===== config.mk =====
export PLATFORM = sky130hd
export DESIGN_NAME = spi_target_regs_flat
export DESIGN_NICKNAME = d
export VERILOG_FILES = /design/src/rtl/spi_target_regs_if.sv /design/src/rtl/spi_target_regs.sv /design/src/flat_wrapper.sv
export SDC_FILE = /design/constraint.sdc
export NUM_CORES = 1
export LEC_CHECK = 0
export BUFFER_PORTS_ARGS = -buffer_cell sky130_fd_sc_hd__buf_2
export CAP_MARGIN = 30
export CORE_ASPECT_RATIO = 1.5
export CORE_MARGIN = 2
export CORE_UTILIZATION = 36
export CTS_BUF_LIST = sky130_fd_sc_hd__clkbuf_8
export DETAILED_ROUTE_END_ITERATION = 8
export GPL_ROUTABILITY_DRIVEN = 0
export PLACE_DENSITY = 0.7
export SYNTH_ARGS = -nofsm -noshare
export SYNTH_HDL_FRONTEND = slang
export SYNTH_SLANG_ARGS = --single-unit
export TNS_END_PERCENT = 30

===== constraint.sdc =====
create_clock -name clk_i -period 5.09 [get_ports clk_i]
set_clock_uncertainty 0.1 [all_clocks]
set_input_delay 0.509 -clock clk_i [delete_from_list [all_inputs] [get_ports clk_i]]
set_output_delay 0.509 -clock clk_i [all_outputs]
set_load 0.01 [all_outputs]

===== src/rtl/spi_target_regs_if.sv =====
// spi_target_regs_if
// Signal bundle for the SPI register target.
//   slave  modport : the target (spi_target_regs) side.
//   master modport : the SPI host / monitor side.
// Signals:
//   spi_sck_i, spi_csb_i, spi_sd_i : SPI clock, active-low select, MOSI
//   spi_sd_o, spi_sd_en_o          : MISO data and its output enable
//   regs_o                         : flat register bank, reg n = [8n+7:8n]
//   wr_valid_o/wr_addr_o/wr_data_o : one-cycle notification per written byte
//   busy_o                         : transaction in progress
//   state_o                        : FSM state (IDLE=0, CMD=1, WDATA=2, RDATA=3)
interface spi_target_regs_if #(
    parameter int NumRegs = 16
);
    localparam int AddrW = $clog2(NumRegs);

    logic                   spi_sck_i;
    logic                   spi_csb_i;
    logic                   spi_sd_i;
    logic                   spi_sd_o;
    logic                   spi_sd_en_o;
    logic [NumRegs*8-1:0]   regs_o;
    logic                   wr_valid_o;
    logic [AddrW-1:0]       wr_addr_o;
    logic [7:0]             wr_data_o;
    logic                   busy_o;
    logic [1:0]             state_o;

    modport slave (
        input  spi_sck_i, spi_csb_i, spi_sd_i,
        output spi_sd_o, spi_sd_en_o, regs_o,
        output wr_valid_o, wr_addr_o, wr_data_o, busy_o, state_o
    );

    modport master (
        output spi_sck_i, spi_csb_i, spi_sd_i,
        input  spi_sd_o, spi_sd_en_o, regs_o,
        input  wr_valid_o, wr_addr_o, wr_data_o, busy_o, state_o
    );
endinterface


===== src/rtl/spi_target_regs.sv =====
// spi_target_regs
// SPI mode-0 target with a byte-addressed register bank. All SPI inputs are
// oversampled in the clk_i domain. A transaction is a command byte
// (bit7 = read, low bits = start address) followed by auto-incrementing
// data bytes, MSB first.
// Ports:
//   clk_i  : system clock
//   rst_i  : asynchronous active-high reset
//   bus    : spi_target_regs_if.slave (SPI pins, register bank, write
//            notification, busy and FSM state)
// Write notification: wr_valid_o is a one-cycle pulse; wr_addr_o/wr_data_o
// carry that write and hold until the next one. There is no back-pressure.
module spi_target_regs #(
    parameter int                   NumRegs    = 16,
    parameter logic [NumRegs*8-1:0] ResetVal   = '0,
    parameter int                   SyncStages = 2
) (
    input  logic               clk_i,
    input  logic               rst_i,
    spi_target_regs_if.slave   bus
);
    localparam int AddrW = $clog2(NumRegs);

    typedef enum logic [1:0] {
        IDLE  = 2'd0,
        CMD   = 2'd1,
        WDATA = 2'd2,
        RDATA = 2'd3
    } state_e;

    state_e                    state_q, state_d;
    logic [SyncStages-1:0]     sck_sync_q, sck_sync_d;
    logic [SyncStages-1:0]     csb_sync_q, csb_sync_d;
    logic [SyncStages-1:0]     sd_sync_q, sd_sync_d;
    logic [SyncStages-1:0]     vld_q, vld_d;
    logic                      sck_prev_q, sck_prev_d;
    logic                      csb_prev_q, csb_prev_d;
    logic                      armed_q, armed_d;
    logic [2:0]                bit_cnt_q, bit_cnt_d;
    logic [6:0]                rx_shift_q, rx_shift_d;
    logic [AddrW-1:0]          addr_q, addr_d;
    logic [7:0]                tx_shift_q, tx_shift_d;
    logic                      sd_en_q, sd_en_d;
    logic                      load_pending_q, load_pending_d;
    logic [NumRegs-1:0][7:0]   regs_q, regs_d;
    logic                      wr_valid_q, wr_valid_d;
    logic [AddrW-1:0]          wr_addr_q, wr_addr_d;
    logic [7:0]                wr_data_q, wr_data_d;

    logic       sck_s, csb_s, sd_s;
    logic       sck_rise, sck_fall, csb_fall, csb_rise;
    logic       bit_active, byte_done;
    logic [7:0] rx_byte;

    // Synchronizer chains. vld tracks when the chain output holds a real pin
    // sample instead of its reset value.
    always_comb begin
        sck_sync_d = {sck_sync_q[SyncStages-2:0], bus.spi_sck_i};
        csb_sync_d = {csb_sync_q[SyncStages-2:0], bus.spi_csb_i};
        sd_sync_d  = {sd_sync_q[SyncStages-2:0], bus.spi_sd_i};
        vld_d      = {vld_q[SyncStages-2:0], 1'b1};
    end

    assign sck_s = sck_sync_q[SyncStages-1];
    assign csb_s = csb_sync_q[SyncStages-1];
    assign sd_s  = sd_sync_q[SyncStages-1];

    assign sck_prev_d = sck_s;
    assign csb_prev_d = csb_s;

    // csb must be seen high at least once after reset before a falling edge
    // may start a transaction; otherwise a select held low across reset would
    // look like a fresh csb fall once the synchronizer flushes.
    assign armed_d = armed_q | (vld_q[SyncStages-1] & csb_s);

    assign sck_rise = sck_s & ~sck_prev_q;
    assign sck_fall = ~sck_s & sck_prev_q;
    assign csb_fall = ~csb_s & csb_prev_q & armed_q;
    assign csb_rise = csb_s & ~csb_prev_q;

    assign bit_active = (state_q != IDLE) && sck_rise;
    assign byte_done  = bit_active && (bit_cnt_q == 3'd7);
    assign rx_byte    = {rx_shift_q, sd_s};

    always_comb begin
        state_d        = state_q;
        bit_cnt_d      = bit_cnt_q;
        rx_shift_d     = rx_shift_q;
        addr_d         = addr_q;
        tx_shift_d     = tx_shift_q;
        sd_en_d        = sd_en_q;
        load_pending_d = load_pending_q;
        regs_d         = regs_q;
        wr_valid_d     = 1'b0;
        wr_addr_d      = wr_addr_q;
        wr_data_d      = wr_data_q;

        if (bit_active) begin
            rx_shift_d = rx_byte[6:0];
            bit_cnt_d  = bit_cnt_q + 3'd1;
        end

        case (state_q)
            IDLE: begin
                if (csb_fall) begin
                    state_d   = CMD;
                    bit_cnt_d = 3'd0;
                end
            end
            CMD: begin
                if (byte_done) begin
                    addr_d         = rx_byte[AddrW-1:0];
                    state_d        = rx_byte[7] ? RDATA : WDATA;
                    load_pending_d = rx_byte[7];
                end
            end
            WDATA: begin
                if (byte_done) begin
                    regs_d[addr_q] = rx_byte;
                    wr_valid_d     = 1'b1;
                    wr_addr_d      = addr_q;
                    wr_data_d      = rx_byte;
                    addr_d         = addr_q + AddrW'(1);
                end
            end
            RDATA: begin
                // The address advances at byte completion; the following sck
                // fall loads the register at the (new) address.
                if (byte_done) begin
                    addr_d         = addr_q + AddrW'(1);
                    load_pending_d = 1'b1;
                end
                if (sck_fall) begin
                    if (load_pending_q) begin
                        tx_shift_d     = regs_q[addr_q];
                        sd_en_d        = 1'b1;
                        load_pending_d = 1'b0;
                    end else begin
                        tx_shift_d = {tx_shift_q[6:0], 1'b0};
                    end
                end
            end
            default: state_d = IDLE;
        endcase

        // Deselect wins over everything except a byte completing in the same
        // cycle, whose write has already been committed above.
        if ((state_q != IDLE) && csb_rise) begin
            state_d        = IDLE;
            bit_cnt_d      = 3'd0;
            tx_shift_d     = 8'd0;
            sd_en_d        = 1'b0;
            load_pending_d = 1'b0;
        end
    end

    always_ff @(posedge clk_i or posedge rst_i) begin
        if (rst_i) begin
            state_q        <= IDLE;
            sck_sync_q     <= '0;
            csb_sync_q     <= '1;
            sd_sync_q      <= '0;
            vld_q          <= '0;
            sck_prev_q     <= 1'b0;
            csb_prev_q     <= 1'b1;
            armed_q        <= 1'b0;
            bit_cnt_q      <= 3'd0;
            rx_shift_q     <= 7'd0;
            addr_q         <= '0;
            tx_shift_q     <= 8'd0;
            sd_en_q        <= 1'b0;
            load_pending_q <= 1'b0;
            regs_q         <= ResetVal;
            wr_valid_q     <= 1'b0;
            wr_addr_q      <= '0;
            wr_data_q      <= 8'd0;
        end else begin
            state_q        <= state_d;
            sck_sync_q     <= sck_sync_d;
            csb_sync_q     <= csb_sync_d;
            sd_sync_q      <= sd_sync_d;
            vld_q          <= vld_d;
            sck_prev_q     <= sck_prev_d;
            csb_prev_q     <= csb_prev_d;
            armed_q        <= armed_d;
            bit_cnt_q      <= bit_cnt_d;
            rx_shift_q     <= rx_shift_d;
            addr_q         <= addr_d;
            tx_shift_q     <= tx_shift_d;
            sd_en_q        <= sd_en_d;
            load_pending_q <= load_pending_d;
            regs_q         <= regs_d;
            wr_valid_q     <= wr_valid_d;
            wr_addr_q      <= wr_addr_d;
            wr_data_q      <= wr_data_d;
        end
    end

    assign bus.spi_sd_o    = tx_shift_q[7];
    assign bus.spi_sd_en_o = sd_en_q;
    assign bus.regs_o      = regs_q;
    assign bus.wr_valid_o  = wr_valid_q;
    assign bus.wr_addr_o   = wr_addr_q;
    assign bus.wr_data_o   = wr_data_q;
    assign bus.busy_o      = (state_q != IDLE);
    assign bus.state_o     = state_q;
endmodule


===== src/flat_wrapper.sv =====
// flat-port wrapper written by rule: the top's interface ports become plain ports
module spi_target_regs_flat 
#(
    parameter int                   NumRegs    = 16,
    parameter logic [NumRegs*8-1:0] ResetVal   = '0,
    parameter int                   SyncStages = 2
)
  (clk_i, rst_i, bus_spi_sck_i, bus_spi_csb_i, bus_spi_sd_i, bus_spi_sd_o, bus_spi_sd_en_o, bus_regs_o, bus_wr_valid_o, bus_wr_addr_o, bus_wr_data_o, bus_busy_o, bus_state_o);
  spi_target_regs_if #(.NumRegs(NumRegs)) bus_i ();
  input  logic clk_i;
  input  logic rst_i;
  input wire logic [$bits(bus_i.spi_sck_i)-1:0] bus_spi_sck_i;
  input wire logic [$bits(bus_i.spi_csb_i)-1:0] bus_spi_csb_i;
  input wire logic [$bits(bus_i.spi_sd_i)-1:0] bus_spi_sd_i;
  output wire logic [$bits(bus_i.spi_sd_o)-1:0] bus_spi_sd_o;
  output wire logic [$bits(bus_i.spi_sd_en_o)-1:0] bus_spi_sd_en_o;
  output wire logic [$bits(bus_i.regs_o)-1:0] bus_regs_o;
  output wire logic [$bits(bus_i.wr_valid_o)-1:0] bus_wr_valid_o;
  output wire logic [$bits(bus_i.wr_addr_o)-1:0] bus_wr_addr_o;
  output wire logic [$bits(bus_i.wr_data_o)-1:0] bus_wr_data_o;
  output wire logic [$bits(bus_i.busy_o)-1:0] bus_busy_o;
  output wire logic [$bits(bus_i.state_o)-1:0] bus_state_o;
  assign bus_i.spi_sck_i = bus_spi_sck_i;
  assign bus_i.spi_csb_i = bus_spi_csb_i;
  assign bus_i.spi_sd_i = bus_spi_sd_i;
  assign bus_spi_sd_o = bus_i.spi_sd_o;
  assign bus_spi_sd_en_o = bus_i.spi_sd_en_o;
  assign bus_regs_o = bus_i.regs_o;
  assign bus_wr_valid_o = bus_i.wr_valid_o;
  assign bus_wr_addr_o = bus_i.wr_addr_o;
  assign bus_wr_data_o = bus_i.wr_data_o;
  assign bus_busy_o = bus_i.busy_o;
  assign bus_state_o = bus_i.state_o;
  spi_target_regs #(.NumRegs(NumRegs), .ResetVal(ResetVal), .SyncStages(SyncStages)) u_core (.clk_i(clk_i), .rst_i(rst_i), .bus(bus_i));
endmodule

Yosys cells after proc, flatten, opt, wreduce, memory -nomap -nowiden. Index checks and enable logic that the tools add are counted.

Add/subtract/negate cells: 2. Magnitude comparators: 2. Equal/unequal tests: 8. Multiplexer cells: 33. Bitwise logic cells: 11. Reduce and logical (&&, ||, !) cells: 19.

Operators by type and width (number): bitwise mux 128 bit (1); two-way mux 8 bit (6); binary-select mux 8 bit (select 4 bit) (1); demux 8 bit (select 4 bit) (1); two-way mux 1 bit (12); two-way mux 3 bit (4); nonzero test 2 bit (5); AND reduction 3 bit (3); two-way mux 4 bit (2); one-hot mux 4 bit (2 select lines) (1); bitwise AND 1 bit (6); two-way mux 2 bit (3); inequality test 3 x 1 -> 1 bit, second input constant (2); AND reduction 2 bit (3); nonzero test 3 bit (2); less-than comparator 4 x 5 -> 1 bit, second input constant (1); adder 4 x 1 -> 4 bit, second input constant (1); equality test 2 bit, second input constant (2); greater-or-equal comparator 4 x 1 -> 1 bit, second input constant (1); logical AND 1 bit (4); inequality test 2 x 1 -> 1 bit, second input constant (2); NOT 1 bit (4); one-hot mux 2 bit (2 select lines) (1); adder 3 x 1 -> 3 bit, second input constant (1); other kinds (6) (6).

Register bits: 178. Input port bits: 5. Output and inout bits: 146. Logic and storage cells: 108.

Longest topological paths before layout. Gate-level depths: netlist of run 1.

Depth after elaboration: 9. Depth in mapped cells: 7.

Worst setup path before layout of run 1. OpenSTA, ideal clock, no wires.

Path type: flip-flop to flip-flop. From: reg u_core.addr_q[1]. To: reg u_core.regs_q (netlist bit u_core.bus.regs_o[40]). Arrival: 1844 ps. Data required time: 4865 ps. Path slack: 3021 ps. Cell stages (with the launch flop): 8. Buffers on the path: 3. Clock period less this slack: 2069 ps. Cell sequence: dfrtp_1 -> buf_6 -> buf_6 -> buf_4 -> inv_1 -> ha_1 -> nand3_2 -> mux2_2.

Cells in the longest elaborated chain, start to end: 5. Elaborated cells on any way between the ends: 6. Classes of those cells: 2 x order compare; 3 x mux; 1 x reduce/logical.

Ends and longest elaborated chain: from (decl) (line spi_target_regs.sv:41) `logic [AddrW-1:0] addr_q, addr_d;`; from (signal assigned) (line spi_target_regs.sv:188) `addr_q <= addr_d;`; less-than comparator 4 x 5 -> 1 bit (implied by the code) / greater-or-equal comparator 4 x 1 -> 1 bit (equally long branches) (line spi_target_regs.sv:119) `regs_d[addr_q] = rx_byte;`; logical AND 1 bit (implied by the code) (line spi_target_regs.sv:119); two-way mux 8 bit (implied by the code) (line spi_target_regs.sv:119); demux 8 bit (select 4 bit) (*); bitwise mux 128 bit (*) (line spi_target_regs.sv:119); to (signal assigned) (line spi_target_regs.sv:173) `regs_q <= ResetVal;`; to (signal assigned) (line spi_target_regs.sv:192) `regs_q <= regs_d;`; to (decl) (line spi_target_regs.sv:45) `logic [NumRegs-1:0][7:0] regs_q, regs_d;`.

Every way passes the cells marked *; elsewhere a longest branch is shown, timed or not. A chain may end at the register's enable or synchronous reset.

Worst setup path after layout of run 1.
From: reg u_core.addr_q[2]. To: reg u_core.tx_shift_q[1].

Cells in the longest elaborated chain, start to end: 6.

Ends and longest elaborated chain: binary-select mux 8 bit (select 4 bit) (line spi_target_regs.sv:135) `tx_shift_d = regs_q[addr_q];`; two-way mux 8 bit (implied by the code) (line spi_target_regs.sv:135); two-way mux 8 bit (line spi_target_regs.sv:134) `if (load_pending_q) begin`; two-way mux 8 bit (line spi_target_regs.sv:133) `if (sck_fall) begin`; two-way mux 8 bit (line spi_target_regs.sv:103) `case (state_q)`; two-way mux 8 bit (line spi_target_regs.sv:148) `if ((state_q != IDLE) && csb_rise) begin`; to (signal assigned) (line spi_target_regs.sv:189) `tx_shift_q <= tx_shift_d;`; to (decl) (line spi_target_regs.sv:42) `logic [7:0] tx_shift_q, tx_shift_d;`.

No other way between the ends. The select of a mux whose other input is x is not followed.

==> results by stage, run 1 <==
Outcome:
- The run finished with clean final reports.

Floorplan:
- In this run the standard cell core region covers ~22000 um2.
- In this run the core area contains 67 standard-cell rows.
- The initial cell density of the core is 36.7%.
- The width of the die is 127 um.
- The die covers 24100 um2.
- The number of placed I/O pins is ~150.
- The die is 189 um tall.

Pwr:
- The share of power burned in combinational logic is between 4 and 5%.
- The design draws ~2.7 mW.
- The sequential power share is a little over 60%.
- The net switching fraction of the power is a little under a third.
- The worst ir drop on vdd is 0.162 mV.
- The clock group share of total power is between 30% and 40%.
- The internal portion of the total power is 1.86 mW.
- The switching power total is 0.867 mW.
- The cell leakage power is roughly 5 nW.
- Power spread over the standard cell area amounts to 287 nW/um2.

Synth:
- In the synthesized netlist the dominant register cell turns out to be dfrtp_1.
- Synthesis produced a netlist with a net count of 596.
- By area the synthesized netlist is led by dfrtp_1 53%, mux2_2 20%, mux2i_1 5.7%, mux4_2 2.7%, nand3_4 1.3%.
- The proportion of netlist area held by the largest area contributor is 53.3%.
- The share of the Yosys chip area taken by registers is 54.2%.
- The fraction of registers with async set or reset after synthesis is 100%.
- The number of storage elements in the synthesis netlist is about 180.
- Of all cell types, the one taking the most synthesized area is dfrtp_1.
- The number of synthesized flops with an enable pin is 0.
- The area of the mapped netlist is slightly above 8000 um2.
- The average size of a mapped cell is 14.1 um2.
- The number of distinct standard cells referenced by the synthesized netlist is 54.
- The cell count after synthesis is 585.
- The Yosys warning count is 0.

STA:
- The worst path in the final design needs a cycle of 2.53 ns, including I/O delays and setup.
- Setup repair after global routing left no endpoint under its margin.
- The transition time of the tightest slew-check pin is 1.06 ns.
- The setup TNS is 0 ns.
- The worst relative slew slack is 29.5%.
- The highest achievable clock rate is between 300 and 400 MHz.
- The number of failing hold endpoints at the final stage is 0.
- The share of the cycle needed by the critical path after routing is 49.7%.
- The number of endpoints failing setup at the final stage is 0.
- The final count of pins violating max slew is 0.

Worst setup path:
- The startpoint identified for the worst register-to-register timing path is u_core.addr_q[2].
- The endpoint required time on the critical path is 5.39 ns.
- The buffers plus inverters on the worst setup path is 1.
- The worst endpoint data arrival time is 2.83 ns.
- Along the worst path, the maximum fanout reaches 30.
- Measured in cells, the most critical reg-to-reg path has a length of 5.
- In this run the worst setup path begins at u_core.addr_q[2].
- STA classifies the critical path startpoint as a flop.
- The type of the setup path with the least slack is flop to flop.
- The slowest stage of the critical path is the dfrtp_2 cell.
- The signal on the critical path passes through buf_4 > mux2i_1 > a22o_1 > or4_1 > o211ai_1.
- The delay of the slowest cell on the worst path is 0.89 ns.
- The endpoint type of the worst setup path is a flop.
- The logic depth of the worst setup path including buffers is 5.
- The family of cells with the greatest summed delay on the critical path is flip-flops.

Clock network:
- The clock tree synthesis step divided the H-tree into 4 levels.
- Counting the buffers created by CTS gives 17.
- The clock tree from TritonCTS is done.
- The tree is rooted in a clkbuf_8.
- Once the clock tree was built, the setup fixing pass inserted 0 buffers.
- The worst-case clock buffer depth is 2.
- The TritonCTS sink count is 178.
- The later-pin clock latency in the skew report is 0.48 ns.
- Hold repair after CTS inserted 0 buffers.
- The clock transition at the registers of the reported paths is 0.10 ns.
- Gates resized during post-CTS repair numbered 0.

Min path:
- Counting instances, the worst hold path has a depth of 1.
- The class of the worst hold path is input pin to flop.
- In this run the most critical hold path is launched from bus_spi_csb_i.

GRT:
- The number of antenna violations at the first check in global routing is 0.
- Entering global routing, the biggest net connects 179 pins.
- The number of global-route vias before repair is 5612.
- The first global-routing pass estimated between 30000 and 40000 um of wire.
- The met3 track utilization from global routing is 3.02%.
- The global-route track usage on met1 is 24.3%.
- The met2 capacity usage during global routing is 33.6%.
- Global routing used around a fifth of the available tracks across all layers.
- The busiest metal layer after global routing is met2.
- For this run the aggregate overflow at the end of global routing stands at 0.

Route:
- The routed wire length is 23100 um.
- Before antenna repair, the detailed router went through 5 iterations.
- The count of nets left with antenna violations once routing finished came out at 0.
- Dividing the detail-routed via count by the number of cells gives 5.39.
- For this block, the initial DRC count from the detailed router was 333.
- Summing over every cut layer, the via total after detailed routing is between 5000 and 6000.
- The DRC violations left is 0.
- In the final routed layout, each cell accounts on average for 23.1 um.

Finish:
- The layout has 2072 filler cells.
- Summing all multi-input logic gate instances after layout gives 3500 um2.
- The diode insertion count for antenna repair is 0.
- The final layout contains 722 nets.
- The area added between synthesis and finish is 15.7%.
- Across the whole layout, storage elements account for 4460 um2.
- The ratio of cells with drive above 1 in the final layout is between 50% and 60%.

Run:
- Across the run, the number of max-cap violations was 0.

Place:
- Once detailed placement completed, the half-perimeter wirelength came to 16200 um.
- Input and output buffers added on the ports amount to 150.
-- sequential cells by signal (all words and copies together), names as in the netlist, 2 cells and up --
name and cells:
u_core.addr_q 4, u_core.bus.state_o 2, u_core.csb_sync_q 2, u_core.bit_cnt_q 3, u_core.sd_sync_q 2, u_core.rx_shift_q 7
u_core.bus.wr_data_o 8, u_core.bus.wr_addr_o 4, u_core.bus.regs_o 128, u_core.sck_sync_q 2, u_core.vld_q 2, u_core.tx_shift_q 8
-- through the flow --
stage / setup slack (ns) / instances / util (%) / instance area (um2) / hold WS, ns
after CTS: 2.57 / 1000 / 42.5 / 9510 / 0.00423
after detailed placement: 2.59 / 968 / 40.8 / 9130 / 0.235
after global placement: 2.60 / 968 / 40.8 / 9130 / 0.234
final: 2.56 / 1000 / 42.5 / 9510 / 0.0310
after floorplan: 2.20 / 585 / - / 8230 / 0.231
after global routing: 2.43 / 1000 / 42.5 / 9510 / 0.00624
-- cell usage in the layout, fill, tap and decap left out, types with 3 or more instances in the layout --
master / Yosys / final
a211oi_1: 5 / 5
a21oi_1: 5 / 5
a221oi_1: 5 / 5
a22o_1: 5 / 5
a22oi_1: 5 / 5
and3_1: 7 / 7
buf_2: 9 / 150
buf_4: 3 / 4
clkbuf_8: 0 / 17
dfrtp_1: 175 / 173
dfstp_2: 3 / 3
ha_1: 6 / 6
inv_1: 5 / 4
inv_6: 0 / 4
inv_8: 0 / 5
mux2_1: 3 / 3
mux2_2: 145 / 145
mux2i_1: 47 / 47
mux4_2: 10 / 10
nand2_1: 11 / 11
nand3_1: 10 / 10
nand3_2: 6 / 6
nand3_4: 6 / 6
nand4_4: 4 / 4
nor2_1: 10 / 10
nor2b_1: 5 / 5
o21ai_0: 13 / 13
o21ai_1: 6 / 6
o221ai_1: 7 / 7
or4_1: 3 / 3
-- metal layers --
metal,share of wire [%],vias up
li1,-,2408
met2,52,165
met1,41,2776
met3,3.6,37
met5,0,-
met4,3.8,0
-- cells by family (layout without fill, tap and decap cells) --
kind of cell,after synthesis,count (layout),share of synthesized area (%)
and+or+nand+nor,79,79,7.50
buffers and inverters,53,192,3.24
adders and majority gates,6,6,0.913
AOI/OAI and AO/OA,63,63,5.34
DFF,178,178,54.2
muxes,205,205,28.7
other,1,1,0.0456
-- path summary, 6_finish.rpt --
check                                              end  slack (ns)
worst max-delay path              u_core.tx_shift_q[1]        2.56
worst min-delay path              u_core.csb_sync_q[0]        0.03
worst max register to register    u_core.tx_shift_q[1]        2.56
worst min register to register     u_core.sd_sync_q[1]        0.26
max in group asynchronous             u_core.addr_q[2]        3.86
min in group asynchronous       u_core.bus.regs_o[119]        0.13
-- cell usage after synthesis (5+ instances only) --
cell and instances:
dfrtp_1 175, mux2_2 145, mux2i_1 47, clkbuf_1 22
o21ai_0 13, nand2_1 11, mux4_2 10, nand3_1 10
nor2_1 10, buf_2 9, buf_1 8, and3_1 7
o221ai_1 7, buf_6 6, ha_1 6, nand3_2 6
nand3_4 6, o21ai_1 6, a211oi_1 5, a21oi_1 5
a221oi_1 5, a22o_1 5, a22oi_1 5, inv_1 5
nor2b_1 5
-- final cells by class --
cell class                 count  area share (%)
tap                          276            3.63
inverter                       5           0.237
clock inverter                15            1.50
clock buffer                  17            2.46
sequential                   178            46.9
timing repair buffer         155            8.42
multi-input combinational    354            36.8
-- power by group through the flow --
stage / Clock (mW) / Sequential [mW] / Combinational, mW
final: 0.945 / 1.67 / 0.118
after global routing: 1.03 / 1.68 / 0.136
after CTS: 0.973 / 1.67 / 0.121
after detailed placement: 0 / 1.70 / 0.120
after global placement: 0 / 1.70 / 0.117
after floorplan: 0 / 1.49 / 0.195
(Power assumes the default switching activity.)
==> inputs of run 2 (changes only) <==
clock period = 2.3 ns   (was 5.09 ns; I/O delays follow)
==> run 2 against run 1 <==
Net effect:
- critical path depth is 2 higher
- fmax increased by 14%
- combinational power grew to 5.6 times the previous value
- utilization increased by 1.8 points
- sequential power up 100%
- die area is the same
- cell count is 3.6% higher
- worst setup slack worse by 2.5 ns
- non-clock buffer count increased by 36
==> results by stage, run 2 (synthesis results as in run 1) <==
Route:
- The first-pass detailed-route iteration total is 5 (unchanged).
- The DRC violations left came to 0 (unchanged).
- The via total after detailed routing is 5604 (+4.0%).
- The vias per cell came to 5.41 (+0.43%).
- The routed wire length is 23200 um (+0.14%).
- The number of nets with antenna violations after detailed routing is 0 (unchanged).
- The number of DRC markers after the initial detailed-route iteration is 375 (+13%).
- The average wire per cell in the routed design is 22.4 um (-3.3%).

Finish:
- The number of inserted filler cells in the final layout came to 2039 (-1.6%).
- The most common library cell in the layout ignoring fill and taps is dfrtp_1.
- The area added between synthesis and finish is 20.6%.
- In the layout the commonest cells are 172 x dfrtp_1, 150 x buf_2, 145 x mux2_2.
- The ratio of cells with drive above 1 in the final layout is 53.0% (+2.1 points).
- The number of flip-flops under the largest register name came to 128 (unchanged).
- The number of nets in the finished design came to 758 (+5.0%).
- The number of standard cells in the final layout excluding fillers is 1036 (+3.6%).
- The diode insertion count for antenna repair was 0 (unchanged).

STA:
- The number of endpoints failing setup at the final stage was 0 (unchanged).
- The highest achievable clock rate is 450 MHz (+14%).
- Setup repair after global routing left no endpoint under its margin.
- The smallest setup slack after layout was 0.0787 ns (-2.48 ns).
- The worst relative slew slack is 42.6% (+13 points).
- The number of failing hold endpoints at the final stage is 0 (unchanged).
- The transition time of the tightest slew-check pin was 0.862 ns (-0.196 ns).
- The share of the cycle needed by the critical path after routing was 96.6% (+47 points).
- The final count of pins violating max slew came to 0 (unchanged).
- The clock period minus worst slack is 2.22 ns (-0.309 ns).

Worst setup path:
- The delay of the slowest cell on the worst path is 0.38 ns (-0.51 ns).
- The endpoint required time on the critical path came to 2.56 ns (-2.83 ns).
- The signal on the critical path passes through ha_1 > ha_1 > nand3b_4 > nor3b_4 > buf_12 > nand3_2 > mux2_2.
- The endpoint type of the worst setup path is a flop.
- Tracing the worst setup path back leads to its startpoint at u_core.bit_cnt_q[0].
- The worst setup path is of the flop to flop kind.
- By instance count, the cell type seen most on the critical path is ha_1.
- The worst endpoint data arrival time is 2.48 ns (-0.35 ns).
- In this run the critical register-to-register path is captured at u_core.bus.regs_o[80].
- The maximum fanout along the worst path is 29 (-3.3%).
- The depth of the worst register-to-register path came to 7 (+2).
- Broken down by cell family, the worst path's largest delay share belongs to simple AND/OR/NAND/NOR gates.
- The slowest library cell on the worst path is dfrtp_1.
- The buffers plus inverters on the worst setup path came to 1 (unchanged).
- The slack of the worst reg-to-reg path is 0.08 ns (-2.48 ns).
- The startpoint class of the critical path is a flop.
- The startpoint of the lowest-slack register-to-register path is u_core.bit_cnt_q[0].

GRT:
- The number of antenna violations at the first check in global routing is 0 (unchanged).
- The largest net degree at the start of global routing was 78 (-56%).
- The global-route usage over all layers is 19.6% (-0.096 points).
- The wire length of the first global-routing pass was 35300 um (-0.81%).
- The number of global-route vias before repair came to 5729 (+2.1%).
- The total congestion overflow after global routing came to 0 (unchanged).

Pwr:
- The cell-internal power is 4.55 mW (+140%).
- The overall power after layout is 6.42 mW (+140%).
- The worst ir drop on vdd is 0.339 mV (+110%).
- The switching power total is 1.87 mW (+120%).
- The sequential power share is 52.8% (-8.3 points).
- The clock group share of total power is 37.0% (+2.4 points).
- The cell leakage power is 5.10 nW (+4.4%).
- The ratio of total power to cell area is 647 nW/um2 (+130%).
- The share of power burned in combinational logic is 10.2% (+5.9 points).
- The net switching fraction of the power is 29.2% (-2.6 points).

Floorplan:
- The die area is 24100 um2 (unchanged).
- The width of the die is 127 um (unchanged).
- The vertical die dimension is 189 um (unchanged).
- The number of rows created at floorplan came to 67 (unchanged).
- The total core area is 22400 um2 (unchanged).
- The initial cell density of the core is 36.7% (unchanged).
- The number of placed I/O pins is 151 (unchanged).

Place:
- The number of buffer cells added on primary ports is 150 (unchanged).
- The worst slack at placement came to 0.0823 ns (-2.51 ns).
- The number of cells in the design after placement is 1000 (+3.3%).
- The final HPWL from detailed placement was 17300 um (+6.8%).

Clock network:
- The worst-case clock buffer depth came to 2 (unchanged).
- The TritonCTS sink count came to 178 (unchanged).
- The clock transition at the registers of the reported paths is 0.10 ns (about the same).
- The later-pin clock latency in the skew report is 0.46 ns (-0.02 ns).
- TritonCTS built the clock tree.
- The clock root buffer is clkbuf_8.
- The number of H-tree levels is 4 (unchanged).
- The TritonCTS buffer count is 17 (unchanged).

Min path:
- The path class of the tightest hold or removal check is input pin to asynchronous set/reset pin.

Run:
- The max-cap check violation count came to 0 (unchanged).

Outcome:
- The flow ran to the end, and the final reports show no timing, DRC or antenna violations.
run 2: cell types whose count changed in the layout (fill, tap and decap cells not counted), sizes merged:
cell | previous run | this run
buf | 155 | 187
bufinv | 0 | 3
clkbuf | 17 | 18
clkinv | 5 | 0
clkinvlp | 2 | 4
dlygate4sd3 | 0 | 4
inv | 13 | 12
run 2: how the worst max path moves through the flow:
stage,slack [ns],endpoint,cells past startpoint
floorplan,-0.31,u_core.addr_q[0],1
global placement,0.12,u_core.bus.regs_o[80],7
detailed placement,0.08,u_core.bus.regs_o[80],7
CTS,0.06,u_core.tx_shift_q[4],5
global route,0.002,u_core.bus.regs_o[80],7
finish,0.08,u_core.bus.regs_o[80],7
run 2: metal layers:
| layer | wire length (um) | global-route usage (%) | vias up | share of wire, % |
|---|---|---|---|---|
| li1 | - | - | 2485 | - |
| met2 | 12200 | 33.8 | 176 | 53 |
| met5 | 0 | 0 | - | 0 |
| met1 | 9260 | 23.9 | 2909 | 40 |
| met3 | 968 | 3.48 | 34 | 4.2 |
| met4 | 759 | 8.71 | 0 | 3.3 |
run 2: power by group through the flow:
stage	combinational, mW	clock (mW)	sequential, mW
global placement	0.665	0	3.45
detailed placement	0.663	0	3.45
CTS	0.672	2.43	3.39
finish	0.657	2.37	3.39
floorplan	0.432	0	3.31
global route	0.721	2.56	3.40
run 2: repair_timing:
action	4_1_cts	5_1_grt
resized for setup	0	2
hold endpoints to repair	17	0
setup endpoints to repair	0	37
buffers inserted	0	0
hold buffers	4	0
run 2: metrics by stage:
step | hold slack [ns] | TNS [ns] | cell area (um2) | util [%]
final | 0.219 | 0 | 9920 | 44.3
after global routing | 0.236 | 0 | 9920 | 44.3
after CTS | 0.208 | 0 | 9910 | 44.3
after detailed placement | 0.180 | 0 | 9440 | 42.2
after global placement | 0.175 | 0 | 9440 | 42.2
after floorplan | 0.134 | -53.93 | 8230 | -
run 2: worst reg2reg max path, delay by kind of cell, from the launching register on:
family | cells | cell delay (ns)
buf+inv | 1 | 0.27
flops | 1 | 0.38
fa+ha+maj | 2 | 0.33
simple gates | 3 | 0.66
mux | 1 | 0.37
run 2: cell type report:
type                       count  area [um2]  share of cell area, %
inverter                       5        22.5                  0.227
clock buffer                  18         248                   2.50
multi-input combinational    354        3510                   35.4
tap                          276         345                   3.48
clock inverter                14         190                   1.92
sequential                   178        4460                   45.0
timing repair buffer         191        1140                   11.5
==> inputs of run 3 (changes only) <==
clock period = 1.8 ns   (was 2.3 ns; I/O delays follow)
==> run 3 against run 2 <==
Net effect:
- the flow now finishes with violations (setup timing)
- first-iteration DRC count fell by 24%
- combinational power rose by 33%
- routed wire length increased by 1.0%
- cell count grew 3.2%
- non-clock buffer count is 34 higher
- fmax increased by 6.2%
- sequential share of layout area fell by 2.1 points
- critical path depth is 1 higher
- critical path type unchanged
- largest power group unchanged
==> results by stage, run 3 (synthesis results as in run 1) <==
Outcome:
- The checks that failed: setup timing.
- The flow ran to the end, but the final reports show violations.

STA:
- The share of the cycle needed by the critical path after routing is 116% (+20 points).
- The worst relative slew slack is 41.1% (-1.4 points).
- Setup repair after global routing could not meet its margin everywhere.
- The transition time of the tightest slew-check pin was 0.883 ns (+0.0215 ns).
- The smallest setup slack after layout came to -0.292 ns (-0.371 ns).
- The highest achievable clock rate is 478 MHz (+6.2%).
- The number of failing hold endpoints at the final stage is 0 (unchanged).
- The final count of pins violating max slew is 0 (unchanged).
- The number of endpoints failing setup at the final stage came to 146 (+146).
- The setup TNS came to -30.28 ns (-30.28 ns).
- The clock period minus worst slack was 2.09 ns (-0.129 ns).

Worst setup path:
- The slack of the worst reg-to-reg path is -0.29 ns (-0.37 ns).
- The buffers plus inverters on the worst setup path came to 2 (+1).
- The critical path in this run is classified as flop to flop.
- The maximum fanout along the worst path is 8 (-72%).
- The startpoint class of the critical path is a flop.
- The logic depth of the worst setup path including buffers is 8 (+1).
- The delay of the slowest cell on the worst path is 0.38 ns (about the same).
- The depth of the worst register-to-register path is 8 (+1).
- The largest individual stage delay along the critical path comes from the cell dfrtp_1.
- Grouping stages by cell kind, the critical path spends the most delay in simple AND/OR/NAND/NOR gates.
- The critical path goes through ha_2 > ha_4 > nand3b_4 > nor3b_4 > buf_4 > buf_12 > nand3_4 > mux2_4.
- The worst endpoint data arrival time is 2.36 ns (-0.12 ns).
- The endpoint type of the worst setup path is a flop.
- The endpoint required time on the critical path is 2.07 ns (-0.49 ns).

Route:
- The via total after detailed routing is 5760 (+2.8%).
- The number of DRC markers after the initial detailed-route iteration came to 286 (-24%).
- The routed wire length is 23400 um (+1.0%).
- The first-pass detailed-route iteration total is 4 (-1).
- The average wire per cell in the routed design is 21.9 um (-2.1%).
- The number of nets with antenna violations after detailed routing is 0 (unchanged).
- The vias per cell is 5.39 (-0.39%).
- The DRC violations left is 0 (unchanged).

Run:
- The max-cap check violation count was 0 (unchanged).

Finish:
- The number of standard cells in the final layout excluding fillers came to 1069 (+3.2%).
- The area added between synthesis and finish is 26.6%.
- The top cell types in the final layout, fill and taps aside, are 170 x dfrtp_1, 150 x buf_2, 129 x mux2_2.
- The diode insertion count for antenna repair is 0 (unchanged).
- The number of flip-flops under the largest register name is 128 (unchanged).
- The number of inserted filler cells in the final layout is 2026 (-0.64%).
- The total non-filler cell area in the finished layout is 10400 um2 (+5.0%).
- The library cell used most frequently in the layout, excluding fill and tap cells, is dfrtp_1.
- The ratio of cells with drive above 1 in the final layout is 57.6% (+4.6 points).
- The number of nets in the finished design is 792 (+4.5%).

Floorplan:
- The number of rows created at floorplan came to 67 (unchanged).
- The die area was 24100 um2 (unchanged).
- The width of the die was 127 um (unchanged).
- The vertical die dimension was 189 um (unchanged).
- The number of placed I/O pins came to 151 (unchanged).
- The total core area is 22400 um2 (unchanged).
- The initial cell density of the core is 36.7% (unchanged).

Clock network:
- The TritonCTS sink count is 178 (unchanged).
- The number of H-tree levels was 4 (unchanged).
- The cell sitting at the root of the clock tree is a clkbuf_8.
- The clock transition at the registers of the reported paths is 0.10 ns (about the same).
- The TritonCTS buffer count is 17 (unchanged).
- The worst-case clock buffer depth is 2 (unchanged).
- The clock tree from TritonCTS is done.
- The later-pin clock latency in the skew report is 0.48 ns (+0.02 ns).

Place:
- The final HPWL from detailed placement is 17300 um (-0.14%).
- The number of cells in the design after placement is 1032 (+3.2%).
- The area of placed instances came to 9730 um2 (+3.1%).
- The number of buffer cells added on primary ports is 150 (unchanged).
- The worst slack at placement was -0.349 ns (-0.431 ns).

Pwr:
- The ratio of total power to cell area is 775 nW/um2 (+20%).
- The cell-internal power is 5.69 mW (+25%).
- The worst ir drop on vdd is 0.455 mV (+34%).
- The overall power after layout came to 8.06 mW (+26%).
- The clock group share of total power is 34.8% (-2.2 points).
- The sequential power share is 54.3% (+1.5 points).
- The cell leakage power is 5.31 nW (+4.2%).
- The switching power total is 2.37 mW (+27%).
- The net switching fraction of the power came to 29.4% (+0.22 points).
- The share of power burned in combinational logic is 10.9% (+0.7 points).

GRT:
- The largest net degree at the start of global routing is 41 (-47%).
- The number of antenna violations at the first check in global routing is 0 (unchanged).
- The number of global-route vias before repair is 5864 (+2.4%).
- The global-route usage over all layers is 19.9% (+0.34 points).
- The wire length of the first global-routing pass is 35700 um (+1.1%).
- The total congestion overflow after global routing is 0 (unchanged).

Min path:
- The class of the worst hold path is input pin to asynchronous set/reset pin.
-- run 3: final cells by class --
type,instances,area (um2),share of cell area [%]
Sequential cell,178,4460,42.9
Multi-Input combinational cell,354,3700,35.5
Timing Repair Buffer,225,1480,14.2
Tap cell,276,345,3.32
Clock buffer,18,248,2.38
Clock inverter,13,150,1.44
Inverter,5,22.5,0.216
-- run 3: worst min-delay path: stages --
cell	delay, ns
dlygate4sd3_1	0.53
buf_2	0.13
clkinvlp_4	0.40
-- run 3: timing repair --
| action | 4_1_cts | 5_1_grt |
|---|---|---|
| hold endpoints to repair | 19 | 0 |
| gates cloned | 1 | 0 |
| hold buffers | 4 | 0 |
| buffers inserted | 1 | 1 |
| pin swaps | 14 | 6 |
| setup endpoints to repair | 148 | 149 |
| gates resized for setup | 44 | 12 |
-- run 3: per-layer routing --
layer / GRT usage [%] / part of all wire [%] / vias to the layer above
met5: 0 / 0 / -
met4: 9.34 / 3.7 / 0
met3: 3.50 / 5.1 / 39
met2: 34.6 / 53 / 183
met1: 23.9 / 38 / 2990
li1: - / - / 2548
-- run 3: worst paths after layout --
kind | to | startpoint
worst min register to register | u_core.vld_q[1] | u_core.vld_q[0]
max in group asynchronous | u_core.bus.regs_o[43] | rst_i
min in group clk_i | u_core.sd_sync_q[0] | bus_spi_sd_i
worst max-delay path | u_core.bus.regs_o[84] | u_core.bit_cnt_q[0]
worst max register to register | u_core.bus.regs_o[84] | u_core.bit_cnt_q[0]
worst min-delay path | u_core.bus.regs_o[55] | rst_i
-- run 3: power groups by stage --
stage,registers [mW],logic (mW),clock network (mW)
6_report,4.38,0.876,2.81
5_1_grt,4.40,0.959,3.04
4_1_cts,4.38,0.902,2.90
3_5_place_dp,4.45,0.879,0
3_3_place_gp,4.45,0.871,0
2_1_floorplan,4.23,0.552,0
-- run 3: through the flow --
stage	utilization (%)	hold slack (ns)
finish	46.5	0.219
global route	46.5	0.224
CTS	46.4	0.202
detailed placement	43.5	0.187
global placement	43.5	0.187
floorplan	-	0.0845
